**src/rtl/mask_pool_pkg.sv**
```systemverilog
// Shared types and elaboration-time width helpers for the mask pooling stream.
package mask_pool_pkg;

  typedef enum logic {
    IDLE   = 1'b0,
    ACTIVE = 1'b1
  } state_e;

  // Counter width that never collapses to zero bits.
  function automatic int clog2w(input int n);
    return (n <= 1) ? 1 : $clog2(n);
  endfunction

  // Tile count width: POOL*POOL must be representable.
  function automatic int count_w(input int pool);
    return $clog2(pool * pool + 1);
  endfunction

  function automatic int tiles_of(input int pixels, input int pool);
    return pixels / pool;
  endfunction

endpackage

```
**src/rtl/mask_pool_raster_ctr.sv**
```systemverilog
// Raster position tracker split into in-tile offset and tile index per axis,
// so tile column and tile boundaries fall out without any division.
module mask_pool_raster_ctr
  import mask_pool_pkg::*;
#(
  parameter int POOL    = 10,
  parameter int TILES_X = 30,
  parameter int TILES_Y = 20,
  localparam int PW = clog2w(POOL),
  localparam int XW = clog2w(TILES_X),
  localparam int YW = clog2w(TILES_Y)
) (
  input  logic          clk,
  input  logic          rst_n,
  input  logic          step,
  input  logic          start,
  output logic [XW-1:0] tile_col,
  output logic          last_in_tile,
  output logic          tile_row_end,
  output logic          last_pixel
);

  localparam logic [PW-1:0] P_LAST = PW'(POOL - 1);
  localparam logic [XW-1:0] X_LAST = XW'(TILES_X - 1);
  localparam logic [YW-1:0] Y_LAST = YW'(TILES_Y - 1);

  logic [PW-1:0] in_col_reg, in_row_reg, in_col, in_row;
  logic [XW-1:0] t_col_reg;
  logic [YW-1:0] t_row_reg, t_row;
  logic          row_end;

  // A start beat is pixel (0,0) regardless of where the counters stood.
  assign in_col   = start ? '0 : in_col_reg;
  assign in_row   = start ? '0 : in_row_reg;
  assign tile_col = start ? '0 : t_col_reg;
  assign t_row    = start ? '0 : t_row_reg;

  assign last_in_tile = (in_col == P_LAST);
  assign row_end      = last_in_tile && (tile_col == X_LAST);
  assign tile_row_end = (in_row == P_LAST);
  assign last_pixel   = row_end && tile_row_end && (t_row == Y_LAST);

  always_ff @(posedge clk or negedge rst_n) begin
    if (!rst_n) begin
      in_col_reg <= '0;
      in_row_reg <= '0;
      t_col_reg  <= '0;
      t_row_reg  <= '0;
    end else if (step) begin
      in_col_reg <= last_in_tile ? '0 : in_col + PW'(1);
      if (!last_in_tile)
        t_col_reg <= tile_col;
      else
        t_col_reg <= (tile_col == X_LAST) ? '0 : tile_col + XW'(1);
      if (row_end) begin
        in_row_reg <= tile_row_end ? '0 : in_row + PW'(1);
        if (!tile_row_end)
          t_row_reg <= t_row;
        else
          t_row_reg <= (t_row == Y_LAST) ? '0 : t_row + YW'(1);
      end else begin
        in_row_reg <= in_row;
        t_row_reg  <= t_row;
      end
    end
  end

endmodule

```
**src/rtl/mask_pool_stream.sv**
```systemverilog
// Pools a raster binary mask into POOLxPOOL tile counts with a thresholded bit,
// behind a single-entry output register on a valid/ready stream.
module mask_pool_stream
  import mask_pool_pkg::*;
#(
  parameter int IMG_W  = 300,
  parameter int IMG_H  = 200,
  parameter int POOL   = 10,
  parameter int THRESH = 50,
  localparam int CW = count_w(POOL)
) (
  input  logic          clk,
  input  logic          rst_n,
  input  logic          s_valid,
  output logic          s_ready,
  input  logic          s_pixel,
  input  logic          s_sof,
  output logic          m_valid,
  input  logic          m_ready,
  output logic [CW-1:0] m_count,
  output logic          m_bit,
  output logic          m_last,
  output logic          frame_done,
  output logic          err_sof
);

  localparam int TX = tiles_of(IMG_W, POOL);
  localparam int TY = tiles_of(IMG_H, POOL);
  localparam int XW = clog2w(TX);
  localparam logic [CW-1:0] TH = CW'(THRESH);

  if ((IMG_W % POOL) != 0 || (IMG_H % POOL) != 0) begin : g_bad_geometry
    $error("mask_pool_stream: IMG_W and IMG_H must be multiples of POOL");
  end

  state_e        state_reg, state_next;
  logic          accept, step, start, err_set, emit;
  logic [XW-1:0] tile_col;
  logic          last_in_tile, tile_row_end, last_pixel;
  logic [CW-1:0] acc_reg [TX];
  logic [CW-1:0] acc_sel, tile_sum;

  assign s_ready = !m_valid || m_ready;
  assign accept  = s_valid && s_ready;

  mask_pool_raster_ctr #(
    .POOL    (POOL),
    .TILES_X (TX),
    .TILES_Y (TY)
  ) u_ctr (
    .clk          (clk),
    .rst_n        (rst_n),
    .step         (step),
    .start        (start),
    .tile_col     (tile_col),
    .last_in_tile (last_in_tile),
    .tile_row_end (tile_row_end),
    .last_pixel   (last_pixel)
  );

  always_ff @(posedge clk or negedge rst_n) begin
    if (!rst_n) state_reg <= IDLE;
    else        state_reg <= state_next;
  end

  always_comb begin
    state_next = state_reg;
    if (start)               state_next = ACTIVE;
    if (step && last_pixel)  state_next = IDLE;
  end

  // In IDLE only a start-of-frame beat counts; everything else is dropped.
  always_comb begin
    start   = accept && s_sof;
    step    = accept && (s_sof || state_reg == ACTIVE);
    err_set = start && (state_reg == ACTIVE);
  end

  assign emit     = step && last_in_tile && tile_row_end;
  assign acc_sel  = start ? '0 : acc_reg[tile_col];
  assign tile_sum = acc_sel + CW'(s_pixel);

  // A start beat wipes partial tiles of an aborted frame.
  always_ff @(posedge clk or negedge rst_n) begin
    if (!rst_n) begin
      for (int i = 0; i < TX; i++) acc_reg[i] <= '0;
    end else if (step) begin
      for (int i = 0; i < TX; i++) begin
        if (tile_col == XW'(i)) acc_reg[i] <= emit ? '0 : tile_sum;
        else if (start)         acc_reg[i] <= '0;
      end
    end
  end

  always_ff @(posedge clk or negedge rst_n) begin
    if (!rst_n) begin
      m_valid    <= 1'b0;
      m_count    <= '0;
      m_bit      <= 1'b0;
      m_last     <= 1'b0;
      frame_done <= 1'b0;
      err_sof    <= 1'b0;
    end else begin
      frame_done <= m_valid && m_ready && m_last;
      if (emit) begin
        m_valid <= 1'b1;
        m_count <= tile_sum;
        m_bit   <= (tile_sum >= TH);
        m_last  <= last_pixel;
      end else if (m_ready) begin
        m_valid <= 1'b0;
      end
      if (err_set) err_sof <= 1'b1;
    end
  end

endmodule
```
**config.mk**
```make
export PLATFORM = sky130hd
export DESIGN_NAME = mask_pool_stream
export DESIGN_NICKNAME = d
export VERILOG_FILES = /design/src/rtl/mask_pool_pkg.sv /design/src/rtl/mask_pool_raster_ctr.sv /design/src/rtl/mask_pool_stream.sv
export SDC_FILE = /design/constraint.sdc
export NUM_CORES = 1
export LEC_CHECK = 0
export ABC_CLOCK_PERIOD_IN_PS = 3850
export BUFFER_PORTS_ARGS = -buffer_cell sky130_fd_sc_hd__buf_2
export CAP_MARGIN = 20
export CORE_MARGIN = 3
export CORE_UTILIZATION = 33
export CTS_CLUSTER_SIZE = 16
export DETAILED_ROUTE_END_ITERATION = 12
export PLACE_DENSITY_LB_ADDON = 0.12
export SYNTH_ARGS = -nofsm -noshare
export SYNTH_HDL_FRONTEND = slang
export SYNTH_SLANG_ARGS = --single-unit
export TNS_END_PERCENT = 30
```
**constraint.sdc**
```tcl
create_clock -name clk -period 3.85 [get_ports clk]
set_input_delay 0.77 -clock clk [delete_from_list [all_inputs] [get_ports clk]]
set_output_delay 0.77 -clock clk [all_outputs]
set_load 0.03 [all_outputs]
```
==> impl_metrics.yaml <==
critical_path:
  cp_common_cell: "buf_4"
  worstPathArrival_ns: 4.09
  reg2reg_depth: 19
  crit_required_ns: 4.30
  critical_path.slowest_cell: "a211oi_1"
  rr_endpoint: "m_count[4]"
  r2r_start: "m_valid"
  crit_fanout: 9
  end_kind: "flop"
  ff2ff_setup_slack_ns: 0.20
  crit_type: "reg -> reg"
  cpPeakStageDelay_ns: 0.39
  worstPathCellList: "nor2b_1 -> buf_4 -> nor2_2 -> nor2_4 -> inv_4 -> a211oi_1 -> a311oi_2 -> a311oi_2 -> o31ai_1 -> buf_4 -> ha_1 -> ha_1 -> nand4_1 -> buf_4 -> a21oi_2 -> xor2_2 -> buf_4 -> buf_4 -> mux2_2"
  startpoint_type: "flop"
floorplan:
  start_util_pct: 33.6
  fp.dieH_um: 197
  coreArea_sq_um: 35700
  row_count: 69
  io_pins: 19
  dieArea_sq_um: 38700
  die_x_um: 197
pwr:
  power.switching_mw: 1.81
  p_leak_nw: 6.14
  clkPwrFrac_pct: 43.4
  comb_power_share_pct: 16.3
  swShare_pct: 28.0
  p_seq_share_pct: 40.3
  p_per_area_nw_per_um2: 443
  ir_drop_mv: 0.336
  internal-power_mw: 4.66
logic_synthesis:
  synth_common_cells: "dfrtp_1 (241), nand3_1 (209), o21ai_0 (160), nand2_1 (121), clkbuf_1 (79)"
  netlist-cell-type-count: 79
  async_reset_ff_share_pct: 100
  ys_top_cells_by_area: "dfrtp_1 (50%), nand3_1 (8.7%), o21ai_0 (6.7%)"
  synthFlopType: "dfrtp_1"
  netlist_instances: 1245
  synth_area_per_cell_sq_um: 9.63
  synth_area_leader_cell: "dfrtp_1"
  yosys_warnings: 0
  synth_nets: 1259
  synth_edf_count: 0
  ys_ff_latch: 241
  yosysMostFrequentCell: "dfrtp_1"
  synth_top_area_share_pct: 50.3
  synth_area_sq_um: 12000
  yosysSeqAreaShare_pct: 50.3
place:
  routabilityCongestion: 0.907
  port_buffers: 18
  dp.cells: 1759
  hpwlAfterDp_um: 28500
  postPlaceCellArea_sq_um: 13500
cells_and_area:
  diodes: 0
  largest_reg_flops: 210
  num-nets-final: 1348
  final_design_area_no_fill_sq_um: 14600
  final_cell_count_no_fill: 1818
  drive_gt1_share_pct: 21.8
  area_delta_synth_final_pct: 21.8
  fillers: 3560
timing:
  report.final.slew_viol_count: 0
  fmax_ghz: 0.274
  slew-limit-headroom_pct: 41.0
  fin_crit_sh_pct: 94.7
  rsz0062_at_grt: "true"
  max_slew.worst_pin.slew_ns: 0.885
  post-route-min-period_ns: 3.65
  finalClockSkew_ns: 0.0226
  finalSetupViolCount: 0
  hold_viol: 0
  finalSetupTns_ns: 0
run_status:
  outcome: "finished clean"
routing:
  postRouteAntennaNets: 0
  wirelength_um: 42000
  drtIter0Drc: 771
  dr_total_vias: 10200
  avgViaCountPerCell: 5.62
  drt-wirelength-per-cell_um: 23.1
  drc: 0
  firstDrtPassIters: 7
global_route:
  grt_pass1_vias: 10200
  grt_pass1_wl_um: 64900
  grt.overflow.total: 0
  grt_usage_pct: 21.7
  antenna_found_initial: 0
  grt_max_degree: 105
clocking:
  cts_inserted_buffers: 29
  cts.sinks: 241
  clock_path_buffers: 3
  clk_pin_slew_worst_paths_ns: 0.06
  cts_tree: "built"
  htreeDepth: 1
  clock_latency_ns: 0.56
  cts_root_buf: "clkbuf_16"
hold_path:
  min_path_type: "in -> async"
job:
  maxCapViolations: 0
-- power groups by stage --
stage | registers, mW | clock network, mW | logic [mW]
floorplan | 2.64 | 0 | 0.438
global placement | 2.66 | 0 | 1.04
detailed placement | 2.66 | 0 | 1.03
CTS | 2.61 | 2.88 | 1.04
global route | 2.62 | 2.98 | 1.13
finish | 2.61 | 2.81 | 1.05
-- metal layers --
layer  wire length, um  GRT usage [%]  vias up
li1                  -              -     4760
met1             19500           31.4     5086
met2             18900           33.9      300
met3              2420           3.68       64
met4              1110           5.60        0
met5                 0              0        -
-- what timing repair did --
item,4_1_cts,5_1_grt
gates resized for setup,0,24
hold buffers,0,0
buffers inserted,0,5
setup endpoints to repair,0,85
-- worst max-delay path by stage --
stage             from           end  depth (start not counted)
6_report       m_valid    m_count[4]                         19
5_1_grt        m_valid   acc_reg[18]                         21
4_1_cts        m_valid  acc_reg[114]                         18
3_5_place_dp   m_ready  acc_reg[114]                         19
3_3_place_gp   m_ready         m_bit                         19
2_1_floorplan  m_ready  acc_reg[139]                         18
-- worst max-delay path, delay by kind of cell, from the launching register on --
kind / cells / cell delay (ns)
buffers and inverters: 6 / 0.84
AO/OA/AOI/OAI: 5 / 0.96
multiplexers: 1 / 0.26
flip-flops: 1 / 0.35
AND/OR/NAND/NOR: 4 / 0.53
adder cells (fa/ha/maj): 2 / 0.43
XOR/XNOR: 1 / 0.16
-- metrics by stage --
step / setup WS (ns) / util, % / hold WS (ns) / total power [mW]
finish: 0.205 / 41.0 / 0.295 / 6.47
global route: -0.0163 / 41.0 / 0.356 / 6.72
CTS: 0.0648 / 40.7 / 0.323 / 6.53
detailed placement: -0.408 / 37.9 / 0.443 / 3.69
global placement: -0.370 / 37.9 / 0.436 / 3.69
floorplan: 0.0252 / - / 0.460 / 3.08
-- final cells by class --
type,count,area [sq um],share of cell area [%]
Timing Repair Buffer,171,1490,10.2
Tap cell,461,577,3.95
Inverter,12,52.6,0.360
Multi-Input combinational cell,879,5470,37.4
Sequential cell,241,6040,41.3
Clock inverter,10,111,0.762
Clock buffer,44,872,5.97
-- layout by cell type (no fill, tap or decap), drive strengths merged, types with 16 or more instances in the layout --
master  count
clkbuf     44
dfrtp     241
nor2       30
a211oi     22
nand2     124
a21oi      25
nor2b      19
buf       171
a221oi     16
nand3     209
mux2i      47
o21ai     208
-- kinds of logic after synthesis --
group / synth area share [%]
AO/OA/AOI/OAI: 18.8
XOR/XNOR: 0.782
adder cells (fa/ha/maj): 0.835
buffers and inverters: 4.62
flip-flops: 50.3
multiplexers: 7.07
AND/OR/NAND/NOR: 17.6
Power figures use the tool's default switching activity.
